$ cat src/rtl/stopwatch_pkg.sv
// Shared definitions for the MM:SS stopwatch: state encoding, digit limits
// and the BCD next-value helper used to capture post-edge digits for lap.
package stopwatch_pkg;

    localparam logic [1:0] ST_IDLE  = 2'd0;
    localparam logic [1:0] ST_RUN   = 2'd1;
    localparam logic [1:0] ST_PAUSE = 2'd2;

    typedef enum logic [1:0] {
        S_IDLE  = ST_IDLE,
        S_RUN   = ST_RUN,
        S_PAUSE = ST_PAUSE
    } state_t;

    localparam int SEC_ONES_MAX = 9;
    localparam int SEC_TENS_MAX = 5;
    localparam int MIN_ONES_MAX = 9;
    localparam int MIN_TENS_MAX = 5;

    localparam int ONES_W = 4;
    localparam int TENS_W = 3;

    // Value a digit counter will hold after the current edge (no clear in RUN).
    function automatic logic [3:0] bcd_next(input logic [3:0] q,
                                            input logic [3:0] max,
                                            input logic       inc);
        if (!inc)
            return q;
        else if (q == max)
            return 4'd0;
        else
            return q + 4'd1;
    endfunction

endpackage

$ cat src/rtl/stopwatch_ctrl_bcd_digit_cnt.sv
// Single BCD digit counter wrapping MAX -> 0, with a combinational carry
// that fires on the increment that wraps.
module bcd_digit_cnt #(
    parameter int MAX = 9,
    parameter int W   = 4
) (
    input  logic         clk,
    input  logic         reset,
    input  logic         clr,
    input  logic         inc,
    output logic [W-1:0] q,
    output logic         carry
);

    localparam logic [W-1:0] QMAX = W'(MAX);

    always_ff @(posedge clk) begin
        if (reset || clr)
            q <= '0;
        else if (inc)
            q <= (q == QMAX) ? '0 : q + W'(1);
    end

    assign carry = inc && (q == QMAX);

endmodule

$ cat src/rtl/stopwatch_ctrl.sv
// Run/pause/clear stopwatch controller: prescaled 1 Hz tick gated by an
// IDLE/RUN/PAUSE FSM, cascaded BCD MM:SS counters and a lap display hold.
module stopwatch_ctrl
    import stopwatch_pkg::*;
#(
    parameter int TICK_DIV = 50_000_000
) (
    input  logic       clk,
    input  logic       reset,
    input  logic       start_stop,
    input  logic       clear,
    input  logic       lap,
    output logic [2:0] min_tens,
    output logic [3:0] min_ones,
    output logic [2:0] sec_tens,
    output logic [3:0] sec_ones,
    output logic       running,
    output logic       paused,
    output logic       lap_hold,
    output logic       rollover
);

    localparam int            PW         = (TICK_DIV > 1) ? $clog2(TICK_DIV) : 1;
    localparam logic [PW-1:0] PRESC_LAST = PW'(TICK_DIV - 1);

    state_t              state;
    state_t              state_nxt;
    logic                clear_eff;
    logic                tick;
    logic [PW-1:0]       presc;

    logic [TENS_W-1:0]   min_tens_live, sec_tens_live;
    logic [ONES_W-1:0]   min_ones_live, sec_ones_live;
    logic [TENS_W-1:0]   min_tens_nxt, sec_tens_nxt;
    logic [ONES_W-1:0]   min_ones_nxt, sec_ones_nxt;
    logic                c_sec_ones, c_sec_tens, c_min_ones, c_min_tens;

    logic [TENS_W-1:0]   min_tens_lap, sec_tens_lap;
    logic [ONES_W-1:0]   min_ones_lap, sec_ones_lap;
    logic                lap_hold_r, running_r, paused_r, rollover_r;

    // clear is only honoured outside RUN; in RUN a coincident start_stop wins
    always_comb begin
        state_nxt = state;
        clear_eff = 1'b0;
        case (state)
            S_IDLE: begin
                if (clear)
                    clear_eff = 1'b1;
                else if (start_stop)
                    state_nxt = S_RUN;
            end
            S_RUN: begin
                if (start_stop)
                    state_nxt = S_PAUSE;
            end
            S_PAUSE: begin
                if (clear) begin
                    clear_eff = 1'b1;
                    state_nxt = S_IDLE;
                end else if (start_stop) begin
                    state_nxt = S_RUN;
                end
            end
            default: state_nxt = S_IDLE;
        endcase
    end

    always_ff @(posedge clk) begin
        if (reset)
            state <= S_IDLE;
        else
            state <= state_nxt;
    end

    assign tick = (state == S_RUN) && (presc == PRESC_LAST);

    // Prescaler holds in PAUSE so a resume continues the partial second
    always_ff @(posedge clk) begin
        if (reset || clear_eff)
            presc <= '0;
        else if (state == S_RUN)
            presc <= tick ? '0 : presc + PW'(1);
    end

    bcd_digit_cnt #(.MAX(SEC_ONES_MAX), .W(ONES_W)) u_sec_ones (
        .clk(clk), .reset(reset), .clr(clear_eff), .inc(tick),
        .q(sec_ones_live), .carry(c_sec_ones)
    );

    bcd_digit_cnt #(.MAX(SEC_TENS_MAX), .W(TENS_W)) u_sec_tens (
        .clk(clk), .reset(reset), .clr(clear_eff), .inc(c_sec_ones),
        .q(sec_tens_live), .carry(c_sec_tens)
    );

    bcd_digit_cnt #(.MAX(MIN_ONES_MAX), .W(ONES_W)) u_min_ones (
        .clk(clk), .reset(reset), .clr(clear_eff), .inc(c_sec_tens),
        .q(min_ones_live), .carry(c_min_ones)
    );

    bcd_digit_cnt #(.MAX(MIN_TENS_MAX), .W(TENS_W)) u_min_tens (
        .clk(clk), .reset(reset), .clr(clear_eff), .inc(c_min_ones),
        .q(min_tens_live), .carry(c_min_tens)
    );

    // Lap captures what the live counters will hold after this edge
    assign sec_ones_nxt = bcd_next(sec_ones_live, 4'(SEC_ONES_MAX), tick);
    assign sec_tens_nxt = TENS_W'(bcd_next({1'b0, sec_tens_live}, 4'(SEC_TENS_MAX), c_sec_ones));
    assign min_ones_nxt = bcd_next(min_ones_live, 4'(MIN_ONES_MAX), c_sec_tens);
    assign min_tens_nxt = TENS_W'(bcd_next({1'b0, min_tens_live}, 4'(MIN_TENS_MAX), c_min_ones));

    always_ff @(posedge clk) begin
        if (reset || clear_eff) begin
            lap_hold_r   <= 1'b0;
            sec_ones_lap <= '0;
            sec_tens_lap <= '0;
            min_ones_lap <= '0;
            min_tens_lap <= '0;
        end else if (lap) begin
            if (state == S_RUN && !lap_hold_r) begin
                lap_hold_r   <= 1'b1;
                sec_ones_lap <= sec_ones_nxt;
                sec_tens_lap <= sec_tens_nxt;
                min_ones_lap <= min_ones_nxt;
                min_tens_lap <= min_tens_nxt;
            end else begin
                lap_hold_r   <= 1'b0;
            end
        end
    end

    always_ff @(posedge clk) begin
        if (reset) begin
            running_r  <= 1'b0;
            paused_r   <= 1'b0;
            rollover_r <= 1'b0;
        end else begin
            running_r  <= (state_nxt == S_RUN);
            paused_r   <= (state_nxt == S_PAUSE);
            rollover_r <= c_min_tens;
        end
    end

    assign running  = running_r;
    assign paused   = paused_r;
    assign lap_hold = lap_hold_r;
    assign rollover = rollover_r;

    assign min_tens = lap_hold_r ? min_tens_lap : min_tens_live;
    assign min_ones = lap_hold_r ? min_ones_lap : min_ones_live;
    assign sec_tens = lap_hold_r ? sec_tens_lap : sec_tens_live;
    assign sec_ones = lap_hold_r ? sec_ones_lap : sec_ones_live;

endmodule
$ cat config.mk
export PLATFORM = sky130hd
export DESIGN_NAME = stopwatch_ctrl
export DESIGN_NICKNAME = d
export VERILOG_FILES = /design/src/rtl/stopwatch_pkg.sv /design/src/rtl/stopwatch_ctrl_bcd_digit_cnt.sv /design/src/rtl/stopwatch_ctrl.sv
export SDC_FILE = /design/constraint.sdc
export NUM_CORES = 1
export LEC_CHECK = 0
export ABC_AREA = 1
export CAP_MARGIN = 20
export CORE_MARGIN = 4
export CORE_UTILIZATION = 40
export CTS_CLUSTER_DIAMETER = 120
export DETAILED_ROUTE_END_ITERATION = 12
export PLACE_DENSITY = 0.57
export SETUP_SLACK_MARGIN = 0.05
export SLEW_MARGIN = 20
export SYNTH_ARGS = -nofsm -noshare
export SYNTH_HDL_FRONTEND = slang
export SYNTH_HIERARCHICAL = 1
export SYNTH_SLANG_ARGS = --single-unit
$ cat constraint.sdc
create_clock -name clk -period 5.9 [get_ports clk]
set_input_delay 1.18 -clock clk [delete_from_list [all_inputs] [get_ports clk]]
set_output_delay 1.18 -clock clk [all_outputs]
set_load 0.01 [all_outputs]
Word-level counts from Yosys, hierarchy flattened
Index checks and enable logic that the tools add are counted.
{"block": "word_totals", "register_bits": 60, "output_inout_bits": 18}
{"block": "op_classes", "n_addsub": 7, "n_eq_ne": 9, "mux": 23, "reduce_logical": 11}
{"cell": "$add 26x1->26 const B", "n": 1}
{"cell": "$eq 26x26->1 const B", "n": 1}
{"cell": "$mux 26", "n": 1}
{"cell": "$mux 3", "n": 8}
{"cell": "$mux 4", "n": 6}
{"cell": "$add 3x1->3 const B", "n": 4}
{"cell": "$add 4x1->4 const B", "n": 2}
{"cell": "$eq 4x4->1 const B", "n": 2}
{"cell": "$mux 2", "n": 4}
{"cell": "$eq 3x3->1 const B", "n": 2}
{"cell": "$logic_and 1x1->1", "n": 6}
{"cell": "$pmux 2 s3", "n": 1}
{"cell": "$eq 2x1->1 const B", "n": 2}
{"cell": "$eq 2x2->1 const B", "n": 2}
{"cell": "$mux 1", "n": 3}
{"cell": "$logic_not 2->1", "n": 1}
{"cell": "$reduce_and 2->1", "n": 1}
{"cell": "$reduce_or 2->1", "n": 1}
{"cell": "$logic_not 1->1", "n": 1}
{"cell": "$logic_or 1x1->1", "n": 1}

Depth between registers and ports, before layout
{"block": "depth", "ltp_word": 6, "mapped_depth": 19}

Modules after synthesis
Netlist, hierarchy kept.
{"module": "stopwatch_ctrl", "instances": 1, "cells_per_inst": 395, "area_each_um2": 2668.8, "seq_area_each_um2": 920.9}
{"module": "bcd_digit_cnt (u_min_ones ...)", "instances": 2, "cells_per_inst": 29, "area_each_um2": 195.2, "seq_area_each_um2": 80.1}
{"module": "bcd_digit_cnt (u_min_tens ...)", "instances": 2, "cells_per_inst": 20, "area_each_um2": 140.1, "seq_area_each_um2": 60.1}

Worst setup path before layout
No wires, ideal clock.
{"block": "synth_path", "path_type": "register to register", "startpoint": "register presc[0]", "endpoint": "register min_tens_lap[2]", "setup_ns": 0.074, "arrival_ns": 2.612, "required_ns": 5.826, "path_slack_ns": 3.214, "path_stages_with_launch": 18, "cell_sequence": "dfxtp_1 > ha_1 > nand3_4 > nor4_1 > nand2_1 > inv_2 > nand2_1 > inv_1 > nand3_1 > nor2_1 > nand2_1 > inv_2 > nand2_1 > inv_1 > nand2_1 > inv_1 > nand3_1 > a31oi_1"}
{"block": "synth_between", "elab_chain_cells": 6}
{"element": "start: declaration", "line_no": "stopwatch_ctrl.sv:30", "source": "logic [PW-1:0] presc;"}
{"element": "start signal: assignment", "line_no": "stopwatch_ctrl.sv:83", "source": "presc <= tick ? '0 : presc + PW'(1);"}
{"element": "$eq 26x26->1", "line_no": "stopwatch_ctrl.sv:76", "source": "assign tick = (state == S_RUN) && (presc == PRESC_LAST);"}
{"element": "$logic_and 1x1->1", "line_no": "stopwatch_ctrl.sv:76"}
{"element": "via tick", "line_no": "stopwatch_ctrl.sv:29", "source": "logic tick;"}
{"element": "$logic_and 1x1->1", "line_no": "stopwatch_ctrl_bcd_digit_cnt.sv:24", "source": "assign carry = inc && (q == QMAX);"}
{"element": "via c_sec_ones", "line_no": "stopwatch_ctrl.sv:36", "source": "logic c_sec_ones, c_sec_tens, c_min_ones, c_min_tens;"}
{"element": "$logic_and 1x1->1", "line_no": "stopwatch_ctrl_bcd_digit_cnt.sv:24"}
{"element": "via c_sec_tens", "line_no": "stopwatch_ctrl.sv:36"}
{"element": "$logic_and 1x1->1", "line_no": "stopwatch_ctrl_bcd_digit_cnt.sv:24"}
{"element": "via c_min_ones", "line_no": "stopwatch_ctrl.sv:36"}
{"element": "$mux 3", "line_no": "stopwatch_pkg.sv:27", "source": "if (!inc)"}
{"element": "end signal: assignment", "line_no": "stopwatch_ctrl.sv:125", "source": "min_tens_lap <= min_tens_nxt;"}
{"element": "end: declaration", "line_no": "stopwatch_ctrl.sv:38", "source": "logic [TENS_W-1:0] min_tens_lap, sec_tens_lap;"}
The timed path passes the listed nets, and every way through them passes these cells.
A chain may end at the register's enable or synchronous reset.

Final worst setup path
{"block": "layout_path", "startpoint": "register lap_hold_r, in the netlist lap_hold", "endpoint": "output min_tens[0]"}
{"block": "layout_between", "elab_chain_cells": 1}
{"element": "start: declaration", "line_no": "stopwatch_ctrl.sv:40", "source": "logic lap_hold_r, running_r, paused_r, rollover_r;"}
{"element": "start signal: assignment", "line_no": "stopwatch_ctrl.sv:114", "source": "lap_hold_r <= 1'b0;"}
{"element": "start signal: assignment", "line_no": "stopwatch_ctrl.sv:121", "source": "lap_hold_r <= 1'b1;"}
{"element": "start signal: assignment", "line_no": "stopwatch_ctrl.sv:127", "source": "lap_hold_r <= 1'b0;"}
{"element": "$mux 3", "line_no": "stopwatch_ctrl.sv:149", "source": "assign min_tens = lap_hold_r ? min_tens_lap : min_tens_live;"}
{"element": "end: declaration", "line_no": "stopwatch_ctrl.sv:13", "source": "output logic [2:0] min_tens,"}
No other way between the ends.

==> flow_summary.toml <==
[route]
postRouteWirelength_um = 7260
avgViaCountPerCell = 4.83
dr.pass1.iters = 4
dr_total_vias = 3030
remaining_drc_errors = 0
postRouteAntennaNets = 0
average_routed_wire_per_standard_cell_um = 11.6
drt_iter0_markers = 120

[critical_path]
cpMaxStageDelayCell = "sky130_fd_sc_hd__dfxtp_1"
cp_data_required_time_ps = 4720
crit_type = "reg2out"
cp_max_fo = 28
worst_path_largest_cell_delay_ps = 900
worstSetupStartpointType = "flip-flop"
cp.arrival_ps = 2130
worstRegToRegCells = 18
endpoint_kind = "primary output"
cp_cell_sequence = "mux2_2 > clkdlybuf4s50_1"

[clock_network]
cts_resized = 0
clk_pin_slew_ps = 60
tritoncts_clock_tree = "done"
tritoncts_buffer_count = 9
cts.repair_timing.setup_buffer_count = 0
worst_skew_pair.late_latency_ps = 330
cts-root-buf = "sky130_fd_sc_hd__clkbuf_8"
clock-sinks = 60
cts_htree_levels = 3
clockBufferDepth = 2
post_cts_hold_buffer_count = 0

[timing]
final-setup-viol-count = 0
fin_skew_ps = 10.2
unrepaired_setup_endpoints_after_global_routing = "false"
drv_slew = 0
period_minus_slack_ps = 3310
rel_slew_slack = 0.408
setup-tns-final_ps = 0
timing_worst_slew_pin_value_ps = 887
hold_viol_final = 0
timing.final.crit_share = 0.560
fmax_ghz = 0.302

[global_route]
globalRouteOverflowTotal = 0
groute.layer.met3.usage = 0.0435
grtUsageMet1 = 0.199
grt.busiest_layer = "met2"
met2_usage = 0.258
grt_first_pass_wirelength_um = 12700
antenna_found_initial = 0
first_global_vias = 2785
grtUsageTotal = 0.156
largest_net_degree_at_the_start_of_global_routing = 29

[die]
die_y_um = 99.4
initial_core_utilization = 0.408
die-area_sq_mm = 0.00987
rows = 33
num_io_pins = 23
die_width_um = 99.4
placeableCoreArea_sq_mm = 0.00818

[cells_and_area]
share_of_layout_cells_above_drive_strength_1 = 0.144
multiInputGateArea_sq_mm = 0.00182
count_of_antenna_diodes_in_the_layout = 0
syn2layout_area_growth_pct = 14.5
seqCellArea_sq_mm = 0.00120
layout.cells.non_filler = 627
fin_nets = 524
most_frequent_cells_in_the_layout = "sky130_fd_sc_hd__nand2_1, sky130_fd_sc_hd__nor2_1, sky130_fd_sc_hd__dfxtp_1"
number_of_fillers_in_the_final_layout = 828
layout_commonest_cell = "sky130_fd_sc_hd__nand2_1"

[yosys]
async_reset_ff_frac = 0
number_of_flops_mapped_to_enable_cells_by_yosys = 0
syn_area_cell_sq_um = 6.77
area_of_the_mapped_netlist_sq_mm = 0.00334
area_share_of_xor_xnor_cells_in_the_synthesized_design = 0.0236
synth_adder_area_share = 0.00375
yosys_warns = 6
ys_dominant_reg_cell = "sky130_fd_sc_hd__dfxtp_1"
synth_top_family_by_area = "simple AND/OR/NAND/NOR gates"
synth_seq_cells = 60
area_fraction_in_compound_gates_after_synthesis = 0.110
synthDominantCellAreaShare = 0.360
seq_area_frac_synth = 0.360
syn-num-nets = 499
synth_cell_types = 42
synth_simple_gate_area_share = 0.397
yosysTopAreaCell = "sky130_fd_sc_hd__dfxtp_1"
post_synth_mux_area_share = 0.0101
yosys-top-cells-area = "sky130_fd_sc_hd__dfxtp_1, sky130_fd_sc_hd__nand2_1, sky130_fd_sc_hd__nor2_1, sky130_fd_sc_hd__inv_1, sky130_fd_sc_hd__o21ai_0"
gate_count_of_the_mapped_netlist = 493

[placement]
place.detailed.hpwl_um = 5490
place.port_buffers = 22
dp_cells = 612
routabilityCongestion = 0.833

[job]
drv_cap = 0

[min_path]
holdCritPathClass = "reg2reg"
hold_path_depth = 2

[power]
static-leakage-power_nw = 1.45
power.ir.vdd_worst_uv = 149
pwr_density_cell_mw_per_mm2 = 213

[status]
status = "finished clean"
-- critical path, delay by kind of cell (launching register included) --
kind	cells	cell delay [ps]
flops	1	900
buf+inv	1	480
mux	1	410
-- cells by family after synthesis --
| family | Yosys count |
|---|---|
| AOI/OAI and AO/OA | 69 |
| adders and majority gates | 1 |
| muxes | 3 |
| and+or+nand+nor | 275 |
| buffers and inverters | 76 |
| DFF | 60 |
| xor gates and xnor gates | 9 |
-- layout make-up --
cell class / instances / share of cell area
clock buffers: 10 / 0.0360
clock inverters: 5 / 0.0137
inverters: 68 / 0.0684
multi-input cells: 357 / 0.476
flip-flops and latches: 60 / 0.314
well taps: 105 / 0.0344
repair buffers: 22 / 0.0576
-- cells in the mapped netlist (2+ instances only) --
master / instances
sky130_fd_sc_hd__nor3_1: 7
sky130_fd_sc_hd__nand3_1: 34
sky130_fd_sc_hd__xnor2_1: 5
sky130_fd_sc_hd__nor4_1: 2
sky130_fd_sc_hd__buf_2: 3
sky130_fd_sc_hd__nand4_1: 6
sky130_fd_sc_hd__a221oi_1: 2
sky130_fd_sc_hd__nor2_4: 6
sky130_fd_sc_hd__inv_1: 57
sky130_fd_sc_hd__nand2_2: 16
sky130_fd_sc_hd__inv_2: 9
sky130_fd_sc_hd__nor3b_2: 2
sky130_fd_sc_hd__nor3_2: 2
sky130_fd_sc_hd__mux2_2: 3
sky130_fd_sc_hd__dfxtp_1: 60
sky130_fd_sc_hd__a21oi_1: 24
sky130_fd_sc_hd__xor2_1: 4
sky130_fd_sc_hd__or2_2: 2
sky130_fd_sc_hd__a21oi_2: 2
sky130_fd_sc_hd__o21ai_0: 35
sky130_fd_sc_hd__nor2_2: 11
sky130_fd_sc_hd__nor2_1: 70
sky130_fd_sc_hd__nor3b_1: 3
sky130_fd_sc_hd__nand2_1: 107
sky130_fd_sc_hd__a31oi_1: 4
-- sequential cells by signal, summed over array words and instances (netlist names), 2 cells and up --
| name | cells |
|---|---|
| presc | 26 |
| sec_ones_lap | 4 |
| u_sec_tens/q | 3 |
| u_min_ones/q | 4 |
| u_sec_ones/q | 4 |
| state | 2 |
| min_tens_lap | 3 |
| sec_tens_lap | 3 |
| min_ones_lap | 4 |
| u_min_tens/q | 3 |
-- per-layer routing --
metal  up-vias  share of wire  wire length, um
li1       1630              -                -
met1      1365           0.49             3560
met2        31           0.47             3450
met3         4          0.025              183
met4         0         0.0096               70
met5         -              0                0
-- power breakdown --
group          internal, W  leakage [nW]  switching (W)   total, W
Combinational    0.0000125         0.866      0.0000245  0.0000370
Clock             0.000202        0.0979       0.000162   0.000364
Sequential        0.000408         0.484     0.00000279   0.000411
Total             0.000623          1.45       0.000190   0.000813
-- final timing paths --
kind,from,to,slack [ps]
min,sec_ones_lap[1]$_SDFFE_PP0P_,sec_ones_lap[1]$_SDFFE_PP0P_,470
max reg2reg,state[0]$_SDFF_PP0_,min_tens_lap[2]$_SDFFE_PP0P_,2710
min reg2reg,sec_ones_lap[1]$_SDFFE_PP0P_,sec_ones_lap[1]$_SDFFE_PP0P_,470
max,lap_hold$_SDFFE_PP0P_,min_tens[0],2590
-- stage by stage --
stage / hold WS [ps] / setup WS, ps / total power (W) / utilization / area (sq um)
floorplan: 439 / 3210 / 0.000448 / - / 3340
global placement: 449 / 2860 / 0.000458 / 0.444 / 3630
detailed placement: 459 / 2710 / 0.000458 / 0.444 / 3630
CTS: 469 / 2580 / 0.000825 / 0.468 / 3820
global route: 497 / 2290 / 0.000848 / 0.468 / 3820
finish: 471 / 2590 / 0.000813 / 0.468 / 3820
Note: power is estimated with default switching activity, not from simulation.
